$ cat src/rtl/uart_tx_scheduler.sv
// Two-requester UART transmitter: round-robin arbitration, 8E1 framing,
// runtime-configurable clocks-per-bit divisor.
module uart_tx_scheduler #(
   parameter logic [15:0] DEFAULT_DIVISOR = 16'd10,
   parameter logic [2:0]  CFG_OPCODE      = 3'b100
) (
   input  logic        physical_clock,
   input  logic        reset,
   input  logic [2:0]  instruction,
   input  logic [15:0] divisor_value,
   input  logic [1:0]  req,
   input  logic [7:0]  data0,
   input  logic [7:0]  data1,
   output logic [1:0]  grant,
   output logic        tx,
   output logic        busy,
   output logic        frame_done,
   output logic        owner,
   output logic [15:0] divisor,
   output logic        cfg_err
);

   localparam logic [2:0] S_IDLE   = 3'd0;
   localparam logic [2:0] S_START  = 3'd1;
   localparam logic [2:0] S_DATA   = 3'd2;
   localparam logic [2:0] S_PARITY = 3'd3;
   localparam logic [2:0] S_STOP   = 3'd4;

   localparam logic [15:0] MIN_DIVISOR = 16'd2;

   logic [2:0]  state_q, state_d;
   logic [15:0] baud_q, baud_d;
   logic [2:0]  bit_q, bit_d;
   logic [7:0]  shift_q, shift_d;
   logic        parity_q, parity_d;
   logic        tx_q, tx_d;
   logic        busy_q, busy_d;
   logic [1:0]  grant_q, grant_d;
   logic        frame_done_q, frame_done_d;
   logic        cfg_err_q, cfg_err_d;
   logic        owner_q, owner_d;
   logic [15:0] divisor_q, divisor_d;

   logic        cfg_hit;
   logic        bit_end;
   logic        pick;
   logic [7:0]  pick_data;

   always_comb begin
      state_d      = state_q;
      baud_d       = baud_q;
      bit_d        = bit_q;
      shift_d      = shift_q;
      parity_d     = parity_q;
      tx_d         = tx_q;
      owner_d      = owner_q;
      divisor_d    = divisor_q;
      grant_d      = 2'b00;
      frame_done_d = 1'b0;
      cfg_err_d    = 1'b0;

      cfg_hit   = (instruction == CFG_OPCODE);
      bit_end   = (baud_q == divisor_q - 16'd1);
      pick      = (req == 2'b11) ? ~owner_q : req[1];
      pick_data = pick ? data1 : data0;

      if (state_q != S_IDLE) begin
         baud_d = bit_end ? 16'd0 : baud_q + 16'd1;
      end

      case (state_q)
         S_IDLE: begin
            tx_d = 1'b1;
            if (cfg_hit) begin
               divisor_d = (divisor_value < MIN_DIVISOR) ? MIN_DIVISOR : divisor_value;
            end
            if (req != 2'b00) begin
               owner_d  = pick;
               grant_d  = pick ? 2'b10 : 2'b01;
               shift_d  = pick_data;
               parity_d = ^pick_data;
               tx_d     = 1'b0;
               baud_d   = 16'd0;
               bit_d    = 3'd0;
               state_d  = S_START;
            end
         end
         S_START: begin
            if (bit_end) begin
               tx_d    = shift_q[0];
               state_d = S_DATA;
            end
         end
         S_DATA: begin
            if (bit_end) begin
               if (bit_q == 3'd7) begin
                  tx_d    = parity_q;
                  state_d = S_PARITY;
               end else begin
                  bit_d   = bit_q + 3'd1;
                  shift_d = {1'b0, shift_q[7:1]};
                  tx_d    = shift_q[1];
               end
            end
         end
         S_PARITY: begin
            if (bit_end) begin
               tx_d    = 1'b1;
               state_d = S_STOP;
            end
         end
         S_STOP: begin
            if (bit_end) begin
               tx_d         = 1'b1;
               frame_done_d = 1'b1;
               state_d      = S_IDLE;
            end
         end
         default: begin
            tx_d    = 1'b1;
            state_d = S_IDLE;
         end
      endcase

      // A rejected load in the final stop cycle is dropped silently so that
      // cfg_err never coincides with frame_done.
      if ((state_q != S_IDLE) && cfg_hit && !frame_done_d) begin
         cfg_err_d = 1'b1;
      end

      busy_d = (state_d != S_IDLE);
   end

   always_ff @(posedge physical_clock) begin
      if (reset) begin
         state_q      <= S_IDLE;
         baud_q       <= 16'd0;
         bit_q        <= 3'd0;
         shift_q      <= 8'd0;
         parity_q     <= 1'b0;
         tx_q         <= 1'b1;
         busy_q       <= 1'b0;
         grant_q      <= 2'b00;
         frame_done_q <= 1'b0;
         cfg_err_q    <= 1'b0;
         owner_q      <= 1'b1;
         divisor_q    <= DEFAULT_DIVISOR;
      end else begin
         state_q      <= state_d;
         baud_q       <= baud_d;
         bit_q        <= bit_d;
         shift_q      <= shift_d;
         parity_q     <= parity_d;
         tx_q         <= tx_d;
         busy_q       <= busy_d;
         grant_q      <= grant_d;
         frame_done_q <= frame_done_d;
         cfg_err_q    <= cfg_err_d;
         owner_q      <= owner_d;
         divisor_q    <= divisor_d;
      end
   end

   assign grant      = grant_q;
   assign tx         = tx_q;
   assign busy       = busy_q;
   assign frame_done = frame_done_q;
   assign owner      = owner_q;
   assign divisor    = divisor_q;
   assign cfg_err    = cfg_err_q;

endmodule

$ cat config.mk
export PLATFORM = sky130hd
export DESIGN_NAME = uart_tx_scheduler
export DESIGN_NICKNAME = d
export VERILOG_FILES = /design/src/rtl/uart_tx_scheduler.sv
export SDC_FILE = /design/constraint.sdc
export NUM_CORES = 1
export LEC_CHECK = 0
export ABC_CLOCK_PERIOD_IN_PS = 5600
export CORE_ASPECT_RATIO = 0.8
export CORE_MARGIN = 1
export CORE_UTILIZATION = 58
export CTS_BUF_LIST = sky130_fd_sc_hd__clkbuf_8
export CTS_CLUSTER_DIAMETER = 100
export DETAILED_ROUTE_END_ITERATION = 6
export PLACE_DENSITY = 0.87
export SKIP_LAST_GASP = 1
export SYNTH_ARGS = -nofsm -noshare
export SYNTH_HDL_FRONTEND = slang
export SYNTH_SLANG_ARGS = --single-unit
$ cat constraint.sdc
create_clock -name physical_clock -period 5.6 [get_ports physical_clock]
set_input_delay 0.56 -clock physical_clock [delete_from_list [all_inputs] [get_ports physical_clock]]
set_output_delay 0.56 -clock physical_clock [all_outputs]
set_load 0.03 [all_outputs]
# [Yosys cells after proc, flatten, opt, wreduce, memory -nomap -nowiden]
# Index checks and enable logic that the tools add are counted.
[classes] addsub=3 mul=0 n_div=0 n_lt_le_gt_ge=1 eq_ne=13 shift=0 muxes=32 n_bitwise=3 n_reduce_logical=15
[op_table] operator="two-way mux 16 bit" n=5
[op_table] operator="two-way mux 8 bit" n=4
[op_table] operator="two-way mux 3 bit" n=9
[op_table] operator="adder 16 x 1 -> 16 bit (second input constant)" n=1
[op_table] operator="equality test 16 bit" n=1
[op_table] operator="less-than comparator 16 x 2 -> 1 bit (second input constant)" n=1
[op_table] operator="case mux 8 bit (2 select lines)" n=1
[op_table] operator="subtractor 16 x 1 -> 16 bit (second input constant)" n=1
[op_table] operator="case mux 3 bit (5 select lines)" n=1
[op_table] operator="equality test 3 bit (second input constant)" n=3
[op_table] operator="two-way mux 1 bit" n=9
[op_table] operator="!= test 2 bit (second input constant)" n=4
[op_table] operator="parity 8 bit" n=1
[op_table] operator="equality test 3 x 2 -> 1 bit (second input constant)" n=2
[op_table] operator="case mux 3 bit (2 select lines)" n=1
[op_table] operator="nonzero test 3 bit" n=2
[op_table] operator="case mux 1 bit (4 select lines)" n=1
[op_table] operator="AND reduction 2 bit" n=2
[op_table] operator="AND reduction 4 bit" n=1
[op_table] operator="nonzero test 2 bit" n=2
[op_table] operator="adder 3 x 1 -> 3 bit (second input constant)" n=1
[op_table] operator="equality test 3 x 1 -> 1 bit (second input constant)" n=1
[op_table] operator="logical NOT 3 bit" n=1
[op_table] operator="NOT 1 bit" n=3
[op_table] operator="8 further kinds" n=9
[totals] regBits=54 latch_bits=0 mem_bits_rw=0 mem_bits_ro=0 out_inout_bits=23 word_cells=79 mem_count=0

# [Logic depth before layout (Yosys ltp)]
[logic_depth] word_depth=7 mapped_depth=10 depth_no_buf=9

# [Worst setup path after synthesis]
# OpenSTA, ideal clock, no wires.
[synth_timing] path_type="flip-flop to flip-flop" start="register divisor_q[0] (netlist: divisor[0])" end="register shift_q[7]" setup_ns=0.120 arrival_ns=2.622 slack_ns=2.858 stages_incl_launch_ff=11 n_path_buf=1 cell_sequence="dfxtp_1 > inv_1 > ha_1 > or4b_4 > nor3_1 > or3b_2 > a32oi_4 > nand4b_1 > buf_2 > a211oi_1 > nor2_1"
[synth_between] elab_chain_len=4
[synth_lines] item="start, declared" line="42" rtl="logic [15:0] divisor_q, divisor_d;"
[synth_lines] item="start signal, assigned" line="160" rtl="divisor_q <= divisor_d;"
[synth_lines] item="subtractor 16 x 1 -> 16 bit" line="63" rtl="bit_end = (baud_q == divisor_q - 16'd1);"
[synth_lines] item="equality test 16 bit" line="63"
[synth_lines] item="!= test 2 bit (no line)"
[synth_lines] item="AND reduction 4 bit (no line)"
[synth_lines] item="end signal, assigned" line="152" rtl="shift_q <= shift_d;"
[synth_lines] item="end, declared" line="34" rtl="logic [7:0] shift_q, shift_d;"
# No other way between the ends.
# A chain may end at the register's enable or synchronous reset.

# [Worst setup path in the final report]
[layout_timing] start="register divisor_q[5] (netlist: divisor[5])" end="register shift_q[3]"
# Same word-level chain as after synthesis.

==> results.sh <==
export IMPL_drive_gt1_share_pct=6.47
export IMPL_die_h_um=69.6
export IMPL_maxCapViolations=0
export IMPL_first_iter_violations=307
export IMPL_num_vias=3265
export IMPL_io_buffers=61
export IMPL_cp_cell_sequence="nor4_1, nand4_1, xnor2_1, nor4_2, nand4b_1, o311ai_0"
export IMPL_power_leakage_nw=1.46
export IMPL_slowest_delay_ps=660
export IMPL_worst_path_buf_inv=0
export IMPL_fmaxAchievable_mhz=309
export IMPL_start_util_pct=60.7
export IMPL_cts_tree="done"
export IMPL_yosys_most_used_dff="dfxtp_1"
export IMPL_post_cts_resized=0
export IMPL_avgSynthCellArea_um2=8.01
export IMPL_crit_path_end_kind="flip-flop"
export IMPL_path_class="reg2reg"
export IMPL_max_slew_margin_pct=25.0
export IMPL_wire_per_inst_um=15.4
export IMPL_arrival_ps=3420
export IMPL_route_detailed_drc=0
export IMPL_gp_congestion=1.07
export IMPL_hold_violations=0
export IMPL_synthArstFlopShare_pct=0
export IMPL_drv_slew=0
export IMPL_p_total_uw=834
export IMPL_cpLargestDelayFamily="simple AND/OR/NAND/NOR gates"
export IMPL_clock_skew_ps=2.83
export IMPL_clk_pin_slew_ps=100
export IMPL_cts_buffer_depth=2
export IMPL_vdd_ir_drop_max_v=0.000221
export IMPL_grt_pass1_vias=2909
export IMPL_yosysWarnings=0
export IMPL_hpwl_mm=6.10
export IMPL_power_density_nw_per_um2=207
export IMPL_grt_ovfl_total=0
export IMPL_grt_total_usage_pct=28.0
export IMPL_setup_tns_ps=0
export IMPL_antenna_found_initial=0
export IMPL_hold_ws_ps=469
export IMPL_area_growth_pct=21.8
export IMPL_grt_max_degree=32
export IMPL_status="finished, final reports clean"
export IMPL_holdBufCountCts=0
export IMPL_fp_dieArea_um2=6030
export IMPL_final_min_period_over_clock_period_pct=57.7
export IMPL_post_route_util_pct=73.9
export IMPL_timing_final_crit_period_ps=3230
export IMPL_clkSinkCount=54
export IMPL_die_x_um=86.5
export IMPL_syn_inst=414
export IMPL_nNetsFinal=506
export IMPL_worstHoldPathType="reg2reg"
export IMPL_rsz0062_at_grt="false"
export IMPL_htree_levels=2
export IMPL_syn_nets=457
export IMPL_postCtsSetupBuffers=0
export IMPL_startpoint_type="flip-flop"
export IMPL_cts_made_buffers=5
export IMPL_worst_slew_pin_slew_ps=1120
export IMPL_ys_seq_area_share_pct=32.6
export IMPL_synth_edff_count=0
export IMPL_clk_latency_ps=300
export IMPL_n_fill_cell=435
export IMPL_dr_pass1_iters=5
export IMPL_pin_count=62
export IMPL_cts_root_buf="clkbuf_8"
export IMPL_core_um2=5470
export IMPL_postRouteAntennaNets=0
export IMPL_slowest_stage="nor4_1"
export IMPL_grt_pass1_wl_mm=13.7
export IMPL_setup_viol=0
export IMPL_ys_seq_elements=54
export IMPL_routed_via_density=6.02
export IMPL_critPathMaxFanout=17
export IMPL_yosysUniqueCellTypes=56
export IMPL_rows=24
export IMPL_drt_total_wl_mm=8.34
export IMPL_netlist_area_um2=3320
export IMPL_cp_required_ps=5790
export IMPL_diodes=0
logic make-up after synthesis:
logic type	Yosys count	synth area share (%)
simple gates	187	28.5
compound gates	80	16.9
flops	54	32.6
xor+xnor	43	11.4
buf+inv	30	4.15
mux	16	4.98
fa+ha+maj	4	1.51
sequential cells by signal, indices dropped and copies added, names as in the netlist:
name,cells
baud_q,16
divisor,16
shift_q,8
bit_q,3
state_q,3
grant,2
busy,1
cfg_err,1
frame_done,1
owner,1
parity_q,1
tx,1
per-layer routing:
layer / GRT usage [%] / share of wire, % / vias to the layer above
li1: - / - / 1602
met1: 41.3 / 49 / 1519
met2: 41.2 / 43 / 135
met3: 7.14 / 7.2 / 9
met4: 5.56 / 0.83 / 0
met5: 0 / 0 / -
cells in the final DEF (no fill, tap or decap), types with 2 or more instances in the layout:
master,instances
a211oi_1,3
a21o_1,7
a21oi_1,25
a22oi_1,2
a31oi_1,2
a32oi_1,8
and3_1,7
buf_4,4
clkbuf_8,6
clkdlybuf4s50_1,61
dfxtp_1,54
ha_1,4
inv_1,6
mux2_2,4
mux2i_1,12
nand2_1,61
nand3_1,12
nand3b_1,2
nand4_1,15
nor2_1,46
nor3_1,9
nor4_1,12
o211ai_1,2
o21ai_0,7
o21ai_1,3
o22ai_1,3
o311ai_0,8
o31ai_1,2
or2_2,2
or3_1,5
or3b_2,2
or4_1,2
or4_4,2
xnor2_1,20
xor2_1,23
synth_stat cells, types with 3 or more instances:
library cell	number	area, µm²
a211oi_1	3	22.5
a21o_1	7	52.6
a21oi_1	25	125
a32oi_1	8	70.1
and3_1	7	43.8
clkbuf_1	15	56.3
dfxtp_1	54	1080
ha_1	4	50.1
inv_1	6	22.5
mux2_2	4	45.0
mux2i_1	12	120
nand2_1	61	229
nand3_1	12	60.1
nand4_1	15	93.8
nor2_1	46	173
nor3_1	9	45.0
nor4_1	12	75.1
o21ai_0	7	35.0
o21ai_1	3	15.0
o22ai_1	3	18.8
o311ai_0	8	70.1
or3_1	5	31.3
xnor2_1	20	175
xor2_1	23	201
power by group:
part / leakage [nW] / switching (mW) / internal, mW
clock network: 0.0472 / 0.128 / 0.0997
registers: 0.439 / 0.0195 / 0.401
logic: 0.976 / 0.0994 / 0.0864
total: 1.46 / 0.247 / 0.587
tightest hold or removal path, cell delays in order, from the launching register on:
cell,delay [ps]
dfxtp_1,330
nand2_1,50
a21oi_1,50
through the flow:
stage / cells / area (µm²) / worst slack, ps
after floorplan: 414 / 3320 / 2860
after global placement: 534 / 3940 / 2640
after detailed placement: 534 / 3940 / 2420
after CTS: 542 / 4040 / 2370
after global routing: 542 / 4040 / 2040
final: 542 / 4040 / 2370
area by class of cell:
cell class,count,area (µm²),share of cell area (%)
repair buffers,65,641,15.9
multi-input cells,330,2100,51.9
flip-flops and latches,54,1080,26.8
clock buffers,6,82.6,2.05
clock inverters,2,12.5,0.310
inverters,7,26.3,0.651
well taps,78,97.6,2.42
path summary, 6_finish.rpt:
check	from	endpoint	slack [ps]	depth (start not counted)
worst max register to register	divisor[5]	shift_q[3]	2370	6
worst max-delay path	divisor[5]	shift_q[3]	2370	6
worst min-delay path	parity_q	parity_q	470	2
worst min register to register	parity_q	parity_q	470	2
Power figures use the tool's default switching activity.
